File: src/rtl/pipeline_hazard_ctrl_pkg.sv
// Shared opcode constants, scheduler state encoding and instruction-class
// helpers for the decode-stage hazard controller.
package pipeline_hazard_ctrl_pkg;

   localparam logic [6:0] OP_R      = 7'b0110011;
   localparam logic [6:0] OP_I      = 7'b0010011;
   localparam logic [6:0] OP_LOAD   = 7'b0000011;
   localparam logic [6:0] OP_STORE  = 7'b0100011;
   localparam logic [6:0] OP_BRANCH = 7'b1100011;
   localparam logic [6:0] OP_JAL    = 7'b1101111;
   localparam logic [6:0] OP_JALR   = 7'b1100111;

   typedef enum logic [1:0] {
      RUN  = 2'd0,
      WAIT = 2'd1,
      ERR  = 2'd2
   } hz_state_e;

   function automatic logic uses_rs1(input logic [6:0] op);
      return (op == OP_R) || (op == OP_I) || (op == OP_LOAD) ||
             (op == OP_STORE) || (op == OP_BRANCH) || (op == OP_JALR);
   endfunction

   function automatic logic uses_rs2(input logic [6:0] op);
      return (op == OP_R) || (op == OP_STORE) || (op == OP_BRANCH);
   endfunction

   // Branches and JALR resolve in ID, so their operands must be final there.
   function automatic logic dec_branch(input logic [6:0] op);
      return (op == OP_BRANCH) || (op == OP_JALR);
   endfunction

endpackage

File: src/rtl/pipeline_hazard_ctrl_perf_cnt.sv
// Saturating event counter with an increment enable; only present in
// builds with HAZARD_PERF_CNT_EN defined.
`ifdef HAZARD_PERF_CNT_EN
module hazard_perf_cnt #(
   parameter int W = 32
) (
   input  logic         clk_i,
   input  logic         rst_i,
   input  logic         inc_i,
   output logic [W-1:0] cnt_o
);

   logic [W-1:0] cnt_q, cnt_d;

   always_comb begin
      cnt_d = cnt_q;
      if (inc_i && (cnt_q != {W{1'b1}})) cnt_d = cnt_q + W'(1);
   end

   always_ff @(posedge clk_i) begin
      if (rst_i) cnt_q <= '0;
      else       cnt_q <= cnt_d;
   end

   assign cnt_o = cnt_q;

endmodule
`endif

File: src/rtl/pipeline_hazard_ctrl.sv
// Decode-stage hazard controller: stall/bubble, decode forwarding, gated redirect,
// and a memory-wait freeze with sticky timeout. Perf counters need HAZARD_PERF_CNT_EN.
module pipeline_hazard_ctrl
   import pipeline_hazard_ctrl_pkg::*;
#(
   parameter int MEM_TIMEOUT = 16,
   parameter int CNT_W       = 32
) (
   input  logic             CLK,
   input  logic             RESET,
   input  logic [6:0]       id_opcode,
   input  logic [4:0]       id_rs1,
   input  logic [4:0]       id_rs2,
   input  logic [4:0]       ex_rd,
   input  logic             ex_RegWrite,
   input  logic             ex_MemRead,
   input  logic [4:0]       mem_rd,
   input  logic             mem_RegWrite,
   input  logic             mem_MemRead,
   input  logic             PCSrc_in,
   input  logic             dmem_busy,
   output logic             PCWrite,
   output logic             stall,
   output logic             freeze,
   output logic             PCSrc_out,
   output logic             flush,
   output logic             ForwardA_Dec,
   output logic             ForwardB_Dec,
   output logic             mem_timeout,
   output logic [CNT_W-1:0] stall_cnt,
   output logic [CNT_W-1:0] flush_cnt,
   output logic [CNT_W-1:0] freeze_cnt,
   output logic [1:0]       fsm_state_o
);

   localparam int WCNT_W = $clog2(MEM_TIMEOUT + 1);

   hz_state_e         state_q, state_d;
   logic [WCNT_W-1:0] wcnt_q, wcnt_d;
   logic              mem_timeout_q;

   logic use1, use2, br;
   logic m_ex_1, m_ex_2, m_mem_1, m_mem_2;
   logic ex_ld_hit, ex_alu_hit, mem_ld_hit, hz;

   assign use1 = uses_rs1(id_opcode);
   assign use2 = uses_rs2(id_opcode);
   assign br   = dec_branch(id_opcode);

   assign m_ex_1  = use1 && (id_rs1 != 5'd0) && ex_RegWrite  && (id_rs1 == ex_rd);
   assign m_ex_2  = use2 && (id_rs2 != 5'd0) && ex_RegWrite  && (id_rs2 == ex_rd);
   assign m_mem_1 = use1 && (id_rs1 != 5'd0) && mem_RegWrite && (id_rs1 == mem_rd);
   assign m_mem_2 = use2 && (id_rs2 != 5'd0) && mem_RegWrite && (id_rs2 == mem_rd);

   assign ex_ld_hit  =  ex_MemRead  && (m_ex_1  || m_ex_2);
   assign ex_alu_hit = !ex_MemRead  && (m_ex_1  || m_ex_2);
   assign mem_ld_hit =  mem_MemRead && (m_mem_1 || m_mem_2);
   assign hz         = ex_ld_hit || (br && (ex_alu_hit || mem_ld_hit));

   always_ff @(posedge CLK) begin
      if (RESET) begin
         state_q       <= RUN;
         wcnt_q        <= '0;
         mem_timeout_q <= 1'b0;
      end else begin
         state_q       <= state_d;
         wcnt_q        <= wcnt_d;
         mem_timeout_q <= (state_d == ERR);
      end
   end

   // wcnt_q counts busy cycles seen so far; the edge that would make it reach
   // MEM_TIMEOUT enters ERR instead of waiting any longer.
   always_comb begin
      state_d = state_q;
      wcnt_d  = wcnt_q;
      case (state_q)
         RUN: begin
            if (dmem_busy) begin
               wcnt_d  = WCNT_W'(1);
               state_d = (MEM_TIMEOUT <= 1) ? ERR : WAIT;
            end
         end
         WAIT: begin
            if (!dmem_busy) begin
               state_d = RUN;
               wcnt_d  = '0;
            end else begin
               if (wcnt_q != WCNT_W'(MEM_TIMEOUT)) wcnt_d = wcnt_q + WCNT_W'(1);
               if (wcnt_q >= WCNT_W'(MEM_TIMEOUT - 1)) state_d = ERR;
            end
         end
         ERR:     state_d = ERR;
         default: state_d = RUN;
      endcase
   end

   // WAIT with busy already low behaves as RUN so the released pipeline
   // advances on this same cycle with full hazard and redirect checking.
   always_comb begin
      PCWrite      = 1'b0;
      stall        = 1'b0;
      freeze       = 1'b0;
      flush        = 1'b0;
      ForwardA_Dec = 1'b0;
      ForwardB_Dec = 1'b0;
      if (RESET) begin
         PCWrite = 1'b1;
         stall   = 1'b1;
         freeze  = 1'b1;
      end else if ((state_q == ERR) || dmem_busy) begin
         PCWrite = 1'b1;
         freeze  = 1'b1;
      end else begin
         PCWrite      = hz;
         stall        = hz;
         flush        = PCSrc_in && !hz;
         ForwardA_Dec = br && !mem_MemRead && m_mem_1 && !hz;
         ForwardB_Dec = br && !mem_MemRead && m_mem_2 && !hz;
      end
   end

   assign PCSrc_out   = flush;
   assign mem_timeout = mem_timeout_q;
   assign fsm_state_o = state_q;

`ifdef HAZARD_PERF_CNT_EN
   hazard_perf_cnt #(.W(CNT_W)) u_stall_cnt (
      .clk_i (CLK),
      .rst_i (RESET),
      .inc_i (stall && !RESET),
      .cnt_o (stall_cnt)
   );

   hazard_perf_cnt #(.W(CNT_W)) u_flush_cnt (
      .clk_i (CLK),
      .rst_i (RESET),
      .inc_i (flush),
      .cnt_o (flush_cnt)
   );

   hazard_perf_cnt #(.W(CNT_W)) u_freeze_cnt (
      .clk_i (CLK),
      .rst_i (RESET),
      .inc_i (freeze && !RESET),
      .cnt_o (freeze_cnt)
   );
`else
   assign stall_cnt  = '0;
   assign flush_cnt  = '0;
   assign freeze_cnt = '0;
`endif

endmodule

File: config.mk
export PLATFORM = sky130hd
export DESIGN_NAME = pipeline_hazard_ctrl
export DESIGN_NICKNAME = d
export VERILOG_FILES = /design/src/rtl/pipeline_hazard_ctrl_pkg.sv /design/src/rtl/pipeline_hazard_ctrl_perf_cnt.sv /design/src/rtl/pipeline_hazard_ctrl.sv
export SDC_FILE = /design/constraint.sdc
export NUM_CORES = 1
export LEC_CHECK = 0
export CORE_MARGIN = 2
export CORE_UTILIZATION = 31
export DETAILED_ROUTE_END_ITERATION = 16
export PLACE_DENSITY = 0.82
export SKIP_LAST_GASP = 1
export SYNTH_ARGS = -nofsm -noshare
export SYNTH_HDL_FRONTEND = slang
export SYNTH_SLANG_ARGS = --single-unit
File: constraint.sdc
create_clock -name CLK -period 2.5 [get_ports CLK]
set_clock_uncertainty 0.1 [all_clocks]
set_input_delay 0.5 -clock CLK [delete_from_list [all_inputs] [get_ports CLK]]
set_output_delay 0.5 -clock CLK [all_outputs]
set_load 0.005 [all_outputs]
==> results of run 1 <==
synthesized netlist by cell type (all sizes together):
library cell and instances:
o221ai 1, and2b 1, and3 2, o21ai 2, nor3 5, a21oi 7, nand4 3, a211o 2
or4 2, a21o 1, a211oi 2, ha 3, clkbuf 1, nand3 5, nor2 7, or3 2
a2111oi 1, nor4 6, nor4b 1, nand4b 2, nand2 10, nor3b 1, o211ai 1, dfxtp 8
inv 7, xor2 4, xnor2 16, buf 98, nor2b 1, conb 1
routing by layer:
layer | up-vias | wire length (µm)
met5 | - | 0
met4 | 0 | 54
met3 | 4 | 320
met2 | 93 | 1690
met1 | 571 | 1090
li1 | 619 | -
kinds of logic (layout without fill, tap and decap cells):
| kind of cell | after synthesis | in the layout | share of synthesized area |
|---|---|---|---|
| XOR/XNOR | 20 | 20 | 0.115 |
| AO/OA/AOI/OAI | 17 | 17 | 0.0773 |
| flip-flops | 8 | 8 | 0.105 |
| other | 1 | 96 | 0.00246 |
| AND/OR/NAND/NOR | 48 | 48 | 0.172 |
| adder cells (fa/ha/maj) | 3 | 3 | 0.0247 |
| buffers and inverters | 106 | 82 | 0.503 |
power by group:
| group | internal [µW] | switching (µW) | total (µW) | leakage, µW |
|---|---|---|---|---|
| logic | 98.4 | 110 | 209 | 0.000882 |
| clock network | 104 | 46.4 | 150 | 0.0000216 |
| registers | 131 | 2.16 | 133 | 0.0000650 |
| total | 333 | 159 | 492 | 0.000969 |
critical path, stage by stage:
cell and delay, ns:
buf_6 0.09, or4_4 0.53, nor2_4 0.11, buf_6 0.10, nor4_2 0.03, o221ai_2 0.18
nand4b_1 0.16, buf_4 0.17, nor4_4 0.13, buf_2 0.15
sequential cells by signal, summed over array words and instances (netlist names):
signal,flops
fsm_state_o,2
mem_timeout,1
wcnt_q,5
what timing repair did:
action                     CTS  global route
gates resized for setup     78            18
setup endpoints to repair    7             7
hold buffers                 0             0
setup buffers                7             2
pin swaps                   18            16
through the flow:
step                std cells  setup TNS [ns]
finish                    341           -1.06
global route              341           -1.44
detailed placement        336           -5.73
global placement          336           -5.64
floorplan                 298               0
CTS                       342           -1.70
final cells by class:
cell class                 instances  share of cell area
multi-input combinational        184               0.550
clock buffer                       3              0.0207
tap                               67              0.0420
timing repair buffer              72               0.294
inverter                           7              0.0132
sequential                         8              0.0803
path summary, 6_finish.rpt:
path / from / endpoint / slack (ns) / depth (start not counted)
max: id_rs1[2] / ForwardB_Dec / -0.25 / 10
min reg2reg: wcnt_q[4] / wcnt_q[4] / 0.39 / 2
min: wcnt_q[4] / wcnt_q[4] / 0.39 / 2
max reg2reg: wcnt_q[0] / wcnt_q[2] / 0.48 / 7
==> results.sh, run 1 <==
export IMPL_yosysTopAreaCell="buf_4"
export IMPL_place_ws_ns=-1.05
export IMPL_clk_latency_ns=0.23
export IMPL_clock_path_buffers=2
export IMPL_wl_per_cell_um=9.25
export IMPL_worstSetupPathType="in2out"
export IMPL_drive_gt1_frac=0.241
export IMPL_seq_area_um2=160
export IMPL_ios=141
export IMPL_core_area_um2=4720
export IMPL_dp_hpwl_um=2720
export IMPL_clock_sinks=8
export IMPL_total_power_uw=492
export IMPL_final_cell_mix="conb_1, buf_4, xnor2_1, clkdlybuf4s50_1, dlygate4sd2_1"
export IMPL_setup_viol=6
export IMPL_fin_util=0.422
export IMPL_antenna_cells=0
export IMPL_grt_total_usage=0.108
export IMPL_clk_pin_slew_ns=0.04
export IMPL_antenna_found_initial=0
export IMPL_critPathArrivalTime_ns=2.15
export IMPL_root_buffer="clkbuf_8"
export IMPL_violations="setup timing"
export IMPL_multiInputGateArea_um2=1100
export IMPL_p_per_area_nw_per_um2=247
export IMPL_drt_initial_drc_count=24
export IMPL_period_needed_ns=2.75
export IMPL_p_leak_uw=0.000969
export IMPL_netlist_area_leader_share=0.484
export IMPL_period_share=1.10
export IMPL_port_buffers=44
export IMPL_vdd_drop_max_uv=112
export IMPL_synth_area_leaders="buf_4, dfxtp_1, xnor2_1, ha_1, nand2_1"
export IMPL_max_cap_violations=0
export IMPL_tightest_slew_ns=0.492
export IMPL_grt_setup_unrepaired="yes"
export IMPL_max_slew_margin=0.664
export IMPL_wl_um=3150
export IMPL_grt_use_met3=0.0244
export IMPL_drt_pass1_iterations=4
export IMPL_hold_violations=0
export IMPL_syn_to_final_growth_pct=31.1
export IMPL_fp_dieW_um=74.1
export IMPL_ys_types=32
export IMPL_cp_end_kind="output port"
export IMPL_ys_seq_area_frac=0.105
export IMPL_fillers=455
export IMPL_grt_overflow_total=0
export IMPL_dpl_cell_area_um2=1860
export IMPL_busiest_layer="met2"
export IMPL_setup_ws_ns=-0.255
export IMPL_ant_nets=0
export IMPL_grt_use_met1=0.115
export IMPL_stdcell_area_um2=1990
export IMPL_drc_errors=0
export IMPL_via_per_inst=3.77
export IMPL_netlist_instances=203
export IMPL_die_h_um=74.1
export IMPL_vias=1287
export IMPL_initial_utilization=0.322
export IMPL_status="complete, but fails checks"
export IMPL_grt_max_degree=10
export IMPL_synth_yosys_warnings=0
export IMPL_syn_area_um2=1520
export IMPL_critPathLaunchType="primary input"
export IMPL_slew_violations=0
export IMPL_cts_buffers=3
export IMPL_avgSynthCellArea_um2=7.49
export IMPL_cts_tree="done"
export IMPL_finalNetCount=314
export IMPL_worstPathRequired_ns=1.90
export IMPL_final_common_cell="conb_1"
export IMPL_rows=25
export IMPL_use_met2=0.203
export IMPL_die_area_um2=5480
export IMPL_min_path_type="reg2reg"
export IMPL_crit_fanout=2
export IMPL_ys_ff_latch=8
export IMPL_grt_pass1_wl_um=4610
export IMPL_cts_max_level=1
export IMPL_grt_pass1_vias=1074
export IMPL_holdWs_ns=0.391
export IMPL_fmax_mhz=363
export IMPL_place_gp_congestion=0.938
Note: power is estimated with default switching activity, not from simulation.
==> run 2, diff against run 1 <==
Settings changed: CTS_CLUSTER_SIZE from default to 14.
==> results of run 2 <==
Same layout as run 1: the final DEF is identical, and so are final timing and power.
